### src/rtl/pc_pkg.sv
// Shared types and decode for the fetch-stage PC.
// Operation priority: ld > call > ret > rel > inc > hold.
package pc_pkg;

  typedef enum logic [2:0] {
    OP_HOLD,
    OP_INC,
    OP_REL,
    OP_RET,
    OP_CALL,
    OP_LD
  } pc_op_e;

  function automatic pc_op_e pc_decode(
    input logic ld_n,
    input logic call_n,
    input logic ret_n,
    input logic rel_n,
    input logic inc_n
  );
    pc_op_e op;
    if (!ld_n)        op = OP_LD;
    else if (!call_n) op = OP_CALL;
    else if (!ret_n)  op = OP_RET;
    else if (!rel_n)  op = OP_REL;
    else if (!inc_n)  op = OP_INC;
    else              op = OP_HOLD;
    return op;
  endfunction

endpackage

### src/rtl/return_stack.sv
// LIFO of return addresses; the entries themselves are not reset.
// Pushes when full and pops when empty are ignored.
module return_stack #(
  parameter int DATA_WIDTH = 16,
  parameter int DEPTH      = 8,
  localparam int PW = $clog2(DEPTH + 1),
  localparam int IW = (DEPTH > 1) ? $clog2(DEPTH) : 1
) (
  input  logic                  clk_i,
  input  logic                  reset_i,
  input  logic                  push_i,
  input  logic                  pop_i,
  input  logic [DATA_WIDTH-1:0] wdata_i,
  output logic [DATA_WIDTH-1:0] top_o,
  output logic [PW-1:0]         depth_o,
  output logic                  full_o,
  output logic                  empty_o
);

  logic [DATA_WIDTH-1:0] mem [DEPTH];
  logic [PW-1:0]         ptr;
  logic [PW-1:0]         ptr_m1;
  logic [IW-1:0]         wr_idx;
  logic [IW-1:0]         rd_idx;
  logic                  do_push;
  logic                  do_pop;

  assign full_o  = (ptr == PW'(DEPTH));
  assign empty_o = (ptr == '0);
  assign do_push = push_i && !full_o;
  assign do_pop  = pop_i && !empty_o && !push_i;
  assign ptr_m1  = ptr - PW'(1);
  assign wr_idx  = ptr[IW-1:0];
  assign rd_idx  = ptr_m1[IW-1:0];
  assign top_o   = mem[rd_idx];
  assign depth_o = ptr;

  // Pointer: counts valid entries, cleared asynchronously.
  always_ff @(posedge clk_i or posedge reset_i) begin
    if (reset_i)      ptr <= '0;
    else if (do_push) ptr <= ptr + PW'(1);
    else if (do_pop)  ptr <= ptr_m1;
  end

  // Entry storage: written on a push into the next free slot.
  always_ff @(posedge clk_i) begin
    if (do_push) mem[wr_idx] <= wdata_i;
  end

endmodule

### src/rtl/pc_call_stack.sv
// Fetch-stage program counter with hardware return-address stack.
// data_o is the registered PC and drives the instruction address.
module pc_call_stack
  import pc_pkg::*;
#(
  parameter int DATA_WIDTH   = 16,
  parameter int WORD_SIZE    = 1,
  parameter int STACK_DEPTH  = 8,
  parameter int RESET_VECTOR = 0,
  localparam int DW = $clog2(STACK_DEPTH + 1)
) (
  input  logic                  clk_i,
  input  logic                  reset_i,
  input  logic                  ld_ni,
  input  logic                  call_ni,
  input  logic                  ret_ni,
  input  logic                  rel_ni,
  input  logic                  inc_ni,
  input  logic [DATA_WIDTH-1:0] data_i,
  output logic [DATA_WIDTH-1:0] data_o,
  output logic [DW-1:0]         depth_o,
  output logic                  ovf_o,
  output logic                  unf_o
);

  localparam logic [DATA_WIDTH-1:0] STEP = DATA_WIDTH'(WORD_SIZE);
  localparam logic [DATA_WIDTH-1:0] RVEC = DATA_WIDTH'(RESET_VECTOR);

  pc_op_e                op;
  logic [DATA_WIDTH-1:0] pc;
  logic [DATA_WIDTH-1:0] pc_nxt;
  logic [DATA_WIDTH-1:0] ret_addr;
  logic [DATA_WIDTH-1:0] top;
  logic                  full;
  logic                  empty;
  logic                  push;
  logic                  pop;

  assign op       = pc_decode(ld_ni, call_ni, ret_ni, rel_ni, inc_ni);
  assign ret_addr = pc + STEP;
  assign push     = (op == OP_CALL) && !full;
  assign pop      = (op == OP_RET) && !empty;

  return_stack #(
    .DATA_WIDTH (DATA_WIDTH),
    .DEPTH      (STACK_DEPTH)
  ) u_stack (
    .clk_i   (clk_i),
    .reset_i (reset_i),
    .push_i  (push),
    .pop_i   (pop),
    .wdata_i (ret_addr),
    .top_o   (top),
    .depth_o (depth_o),
    .full_o  (full),
    .empty_o (empty)
  );

  // Next-PC select; blocked call/ret leave the PC where it is.
  always_comb begin
    pc_nxt = pc;
    unique case (op)
      OP_LD:   pc_nxt = data_i;
      OP_CALL: if (!full) pc_nxt = data_i;
      OP_RET:  if (!empty) pc_nxt = top;
      OP_REL:  pc_nxt = pc + data_i;
      OP_INC:  pc_nxt = pc + STEP;
      default: pc_nxt = pc;
    endcase
  end

  // PC register and sticky overflow/underflow flags.
  always_ff @(posedge clk_i or posedge reset_i) begin
    if (reset_i) begin
      pc    <= RVEC;
      ovf_o <= 1'b0;
      unf_o <= 1'b0;
    end else begin
      pc <= pc_nxt;
      if (op == OP_CALL && full)  ovf_o <= 1'b1;
      if (op == OP_RET && empty) unf_o <= 1'b1;
    end
  end

  assign data_o = pc;

endmodule
### config.mk
export PLATFORM = sky130hd
export DESIGN_NAME = pc_call_stack
export DESIGN_NICKNAME = d
export VERILOG_FILES = /design/src/rtl/pc_pkg.sv /design/src/rtl/return_stack.sv /design/src/rtl/pc_call_stack.sv
export SDC_FILE = /design/constraint.sdc
export NUM_CORES = 1
export LEC_CHECK = 0
export BUFFER_PORTS_ARGS = -buffer_cell sky130_fd_sc_hd__clkbuf_2
export CAP_MARGIN = 20
export CORE_MARGIN = 2
export CORE_UTILIZATION = 29
export DETAILED_ROUTE_END_ITERATION = 8
export MAX_ROUTING_LAYER = met4
export PLACE_DENSITY = 0.48
export SYNTH_ARGS = -nofsm -noshare
export SYNTH_HDL_FRONTEND = slang
export SYNTH_SLANG_ARGS = --single-unit
### constraint.sdc
create_clock -name clk_i -period 4.2 [get_ports clk_i]
set_input_delay 0.84 -clock clk_i [delete_from_list [all_inputs] [get_ports clk_i]]
set_output_delay 0.84 -clock clk_i [all_outputs]
set_load 0.02 [all_outputs]
==> qor.yml <==
die_h_um: 162
setup-tns-final_ns: 0
cts_tree: "built"
cts_hold_buf: 0
cts_buffer_depth: 2
period_needed_ns: 2.91
via_per_inst: 5.03
area_growth_pct: 17.3
pin_count: 45
cp.required_ns: 4.49
drt_iter0_markers: 434
period_share_pct: 69.3
start_util_pct: 29.7
grt_pass1_wl_um: 28200
grt_max_degree: 41
power_density_mw_per_mm2: 659
rows: 57
clk_transition_reported_paths_ns: 0.06
slowest_stage: "ha_1"
cp_max_fo: 15
worstReg2RegStart: "u_stack.depth_o[1]$_DFFE_PP0P_"
htree_num_levels: 4
grt_overflow: 0
ys_types: 66
numPortBuffers: 44
routedWlPerCell_um: 19.9
tightest_slew_ns: 0.912
synthFlopType: "edfxtp_1"
final_common_cell: "edfxtp_1"
yosysSeqAreaShare_pct: 60.5
clock_latency_ns: 0.42
cts_made_buffers: 17
yosys_register_bits: 150
ys_warn_count: 0
route.detailed.drc: 0
coreArea_mm2: 0.0245
syn-num-nets: 570
nets: 627
dieArea_mm2: 0.0263
synth_cells: 527
cts_setup_buffers: 0
antenna_found_initial: 0
vdd.ir_drop.worst_mv: 0.290
cts-root-buf: "clkbuf_16"
final_layout_size_suffix_gt1_share_pct: 22.1
worstSetupStartpoint: "u_stack.depth_o[1]$_DFFE_PP0P_"
critical_path_arrival_ns: 3.20
min_path_type: "input pin to async pin"
cp_slowest_stage_delay_ns: 0.68
whs_ns: 0.424
antennaDiodeCount: 0
fillers: 2356
routed_wl_um: 18300
max_cap_violations: 0
cts_resized: 0
hold_viol: 0
syn_area_per_cell_um2: 13.8
cts_sinks: 150
route.vias.total: 4633
setup_violations: 0
timing.slew.headroom_pct: 38.8
async_reset_ff_share_pct: 14.7
grtUsageTotal_pct: 14.9
hpwlAfterDp_um: 12100
gp_congestion: 0.796
outcome: "completed"
layout_common_cells: "128 x edfxtp_1, 56 x nand2_1, 44 x clkbuf_2"
drv_slew: 0
grt_setup_unrepaired: "no"
max_freq_ghz: 0.344
path_class: "flop to flop"
dieWidth_um: 162
crit_chain: "inv_1 -> ha_1 -> buf_4 -> mux4_2 -> mux2i_1 -> o211ai_1 -> a211oi_1 -> o21ai_1"
grt_pass1_vias: 4769
first_pass_iters: 4
setup.worst_path.end_class: "flop"
startpoint_type: "flop"
total_leakage_power_nw: 2.98
synth_area_mm2: 0.00726
ant_nets: 0
finClkSkew_ns: 0.00756
synth_edf_count: 128
-- flip-flops by register name (all words and copies together), names as in the netlist --
| register | flops |
|---|---|
| ovf_o | 1 |
| unf_o | 1 |
| u_stack.depth_o | 4 |
| u_stack.mem | 128 |
| data_o | 16 |
-- routing by layer --
layer	wire length, um	track usage, %	vias to the layer above
met5	0	-	-
met4	371	5.55	0
met3	594	2.83	24
met2	9020	24.1	104
met1	8300	18.6	2330
li1	-	-	2175
-- cells in the mapped netlist, types with 4 or more instances --
| master | count | area share [%] |
|---|---|---|
| a211oi_1 | 4 | 0.41 |
| a21oi_1 | 30 | 2.1 |
| a221oi_1 | 6 | 0.72 |
| a31oi_1 | 5 | 0.43 |
| and3_1 | 5 | 0.43 |
| buf_2 | 7 | 0.48 |
| clkbuf_1 | 10 | 0.52 |
| dfrtp_1 | 22 | 7.6 |
| edfxtp_1 | 128 | 53 |
| ha_1 | 19 | 3.3 |
| inv_1 | 12 | 0.62 |
| mux2i_1 | 4 | 0.55 |
| mux4_2 | 30 | 9.3 |
| nand2_1 | 56 | 2.9 |
| nand2b_1 | 5 | 0.43 |
| nand3_1 | 20 | 1.4 |
| nand4_1 | 4 | 0.34 |
| nor2_1 | 37 | 1.9 |
| nor3_1 | 11 | 0.76 |
| o211ai_1 | 8 | 0.83 |
| o21a_1 | 5 | 0.52 |
| o21ai_0 | 12 | 0.83 |
| xnor2_1 | 13 | 1.6 |
| xor2_1 | 9 | 1.1 |
-- metrics by stage --
step	util [%]	instances	worst slack (ns)	total power, mW	cell area (um^2)
floorplan	-	527	0.661	3.53	7260
global placement	32.3	888	1.23	4.13	7910
detailed placement	32.3	888	1.19	4.16	7910
CTS	34.7	920	1.23	5.69	8490
global route	34.8	921	0.978	5.94	8520
finish	34.8	921	1.29	5.61	8520
-- worst paths after layout --
check	to	slack, ns	cells past startpoint
min in group clk_i	ovf_o$_DFFE_PP0P_	0.48	1
hold / removal	u_stack.depth_o[3]$_DFFE_PP0P_	0.42	2
setup reg to reg	data_o[15]$_DFFE_PP0P_	1.29	8
setup / recovery	data_o[15]$_DFFE_PP0P_	1.29	8
hold reg to reg	ovf_o$_DFFE_PP0P_	0.48	1
max in group asynchronous	data_o[5]$_DFFE_PP0P_	3.32	3
-- where the power goes --
group	leakage (nW)	total, mW	internal (mW)	switching, mW
clock network	0.277	1.51	0.924	0.590
logic	1.29	2.05	0.828	1.22
registers	1.41	2.05	1.90	0.150
-- cells by family (layout without fill, tap and decap cells) --
group	count (synthesis)	count (layout)	synth area share, %
flip-flops	150	150	60.5
XOR/XNOR	23	23	2.88
multiplexers	36	36	10.6
adder cells (fa/ha/maj)	20	20	3.55
AND/OR/NAND/NOR	166	166	11.0
buffers and inverters	34	104	2.29
AO/OA/AOI/OAI	98	98	9.18
-- area by class of cell --
class / count / area (um^2) / area share, %
Sequential cell: 150 / 4400 / 51.6
Multi-Input combinational cell: 343 / 2730 / 32.0
Clock buffer: 17 / 425 / 4.99
Tap cell: 324 / 405 / 4.76
Timing Repair Buffer: 60 / 360 / 4.23
Clock inverter: 15 / 160 / 1.88
Inverter: 12 / 45.0 / 0.529
-- worst max-delay path: cells and delay by family (launching register included) --
kind            cells  cell delay, ns
buf+inv             2            0.48
compound gates      3            0.49
fa+ha+maj           1            0.68
flops               1            0.51
mux                 2            0.60
(Power assumes the default switching activity.)
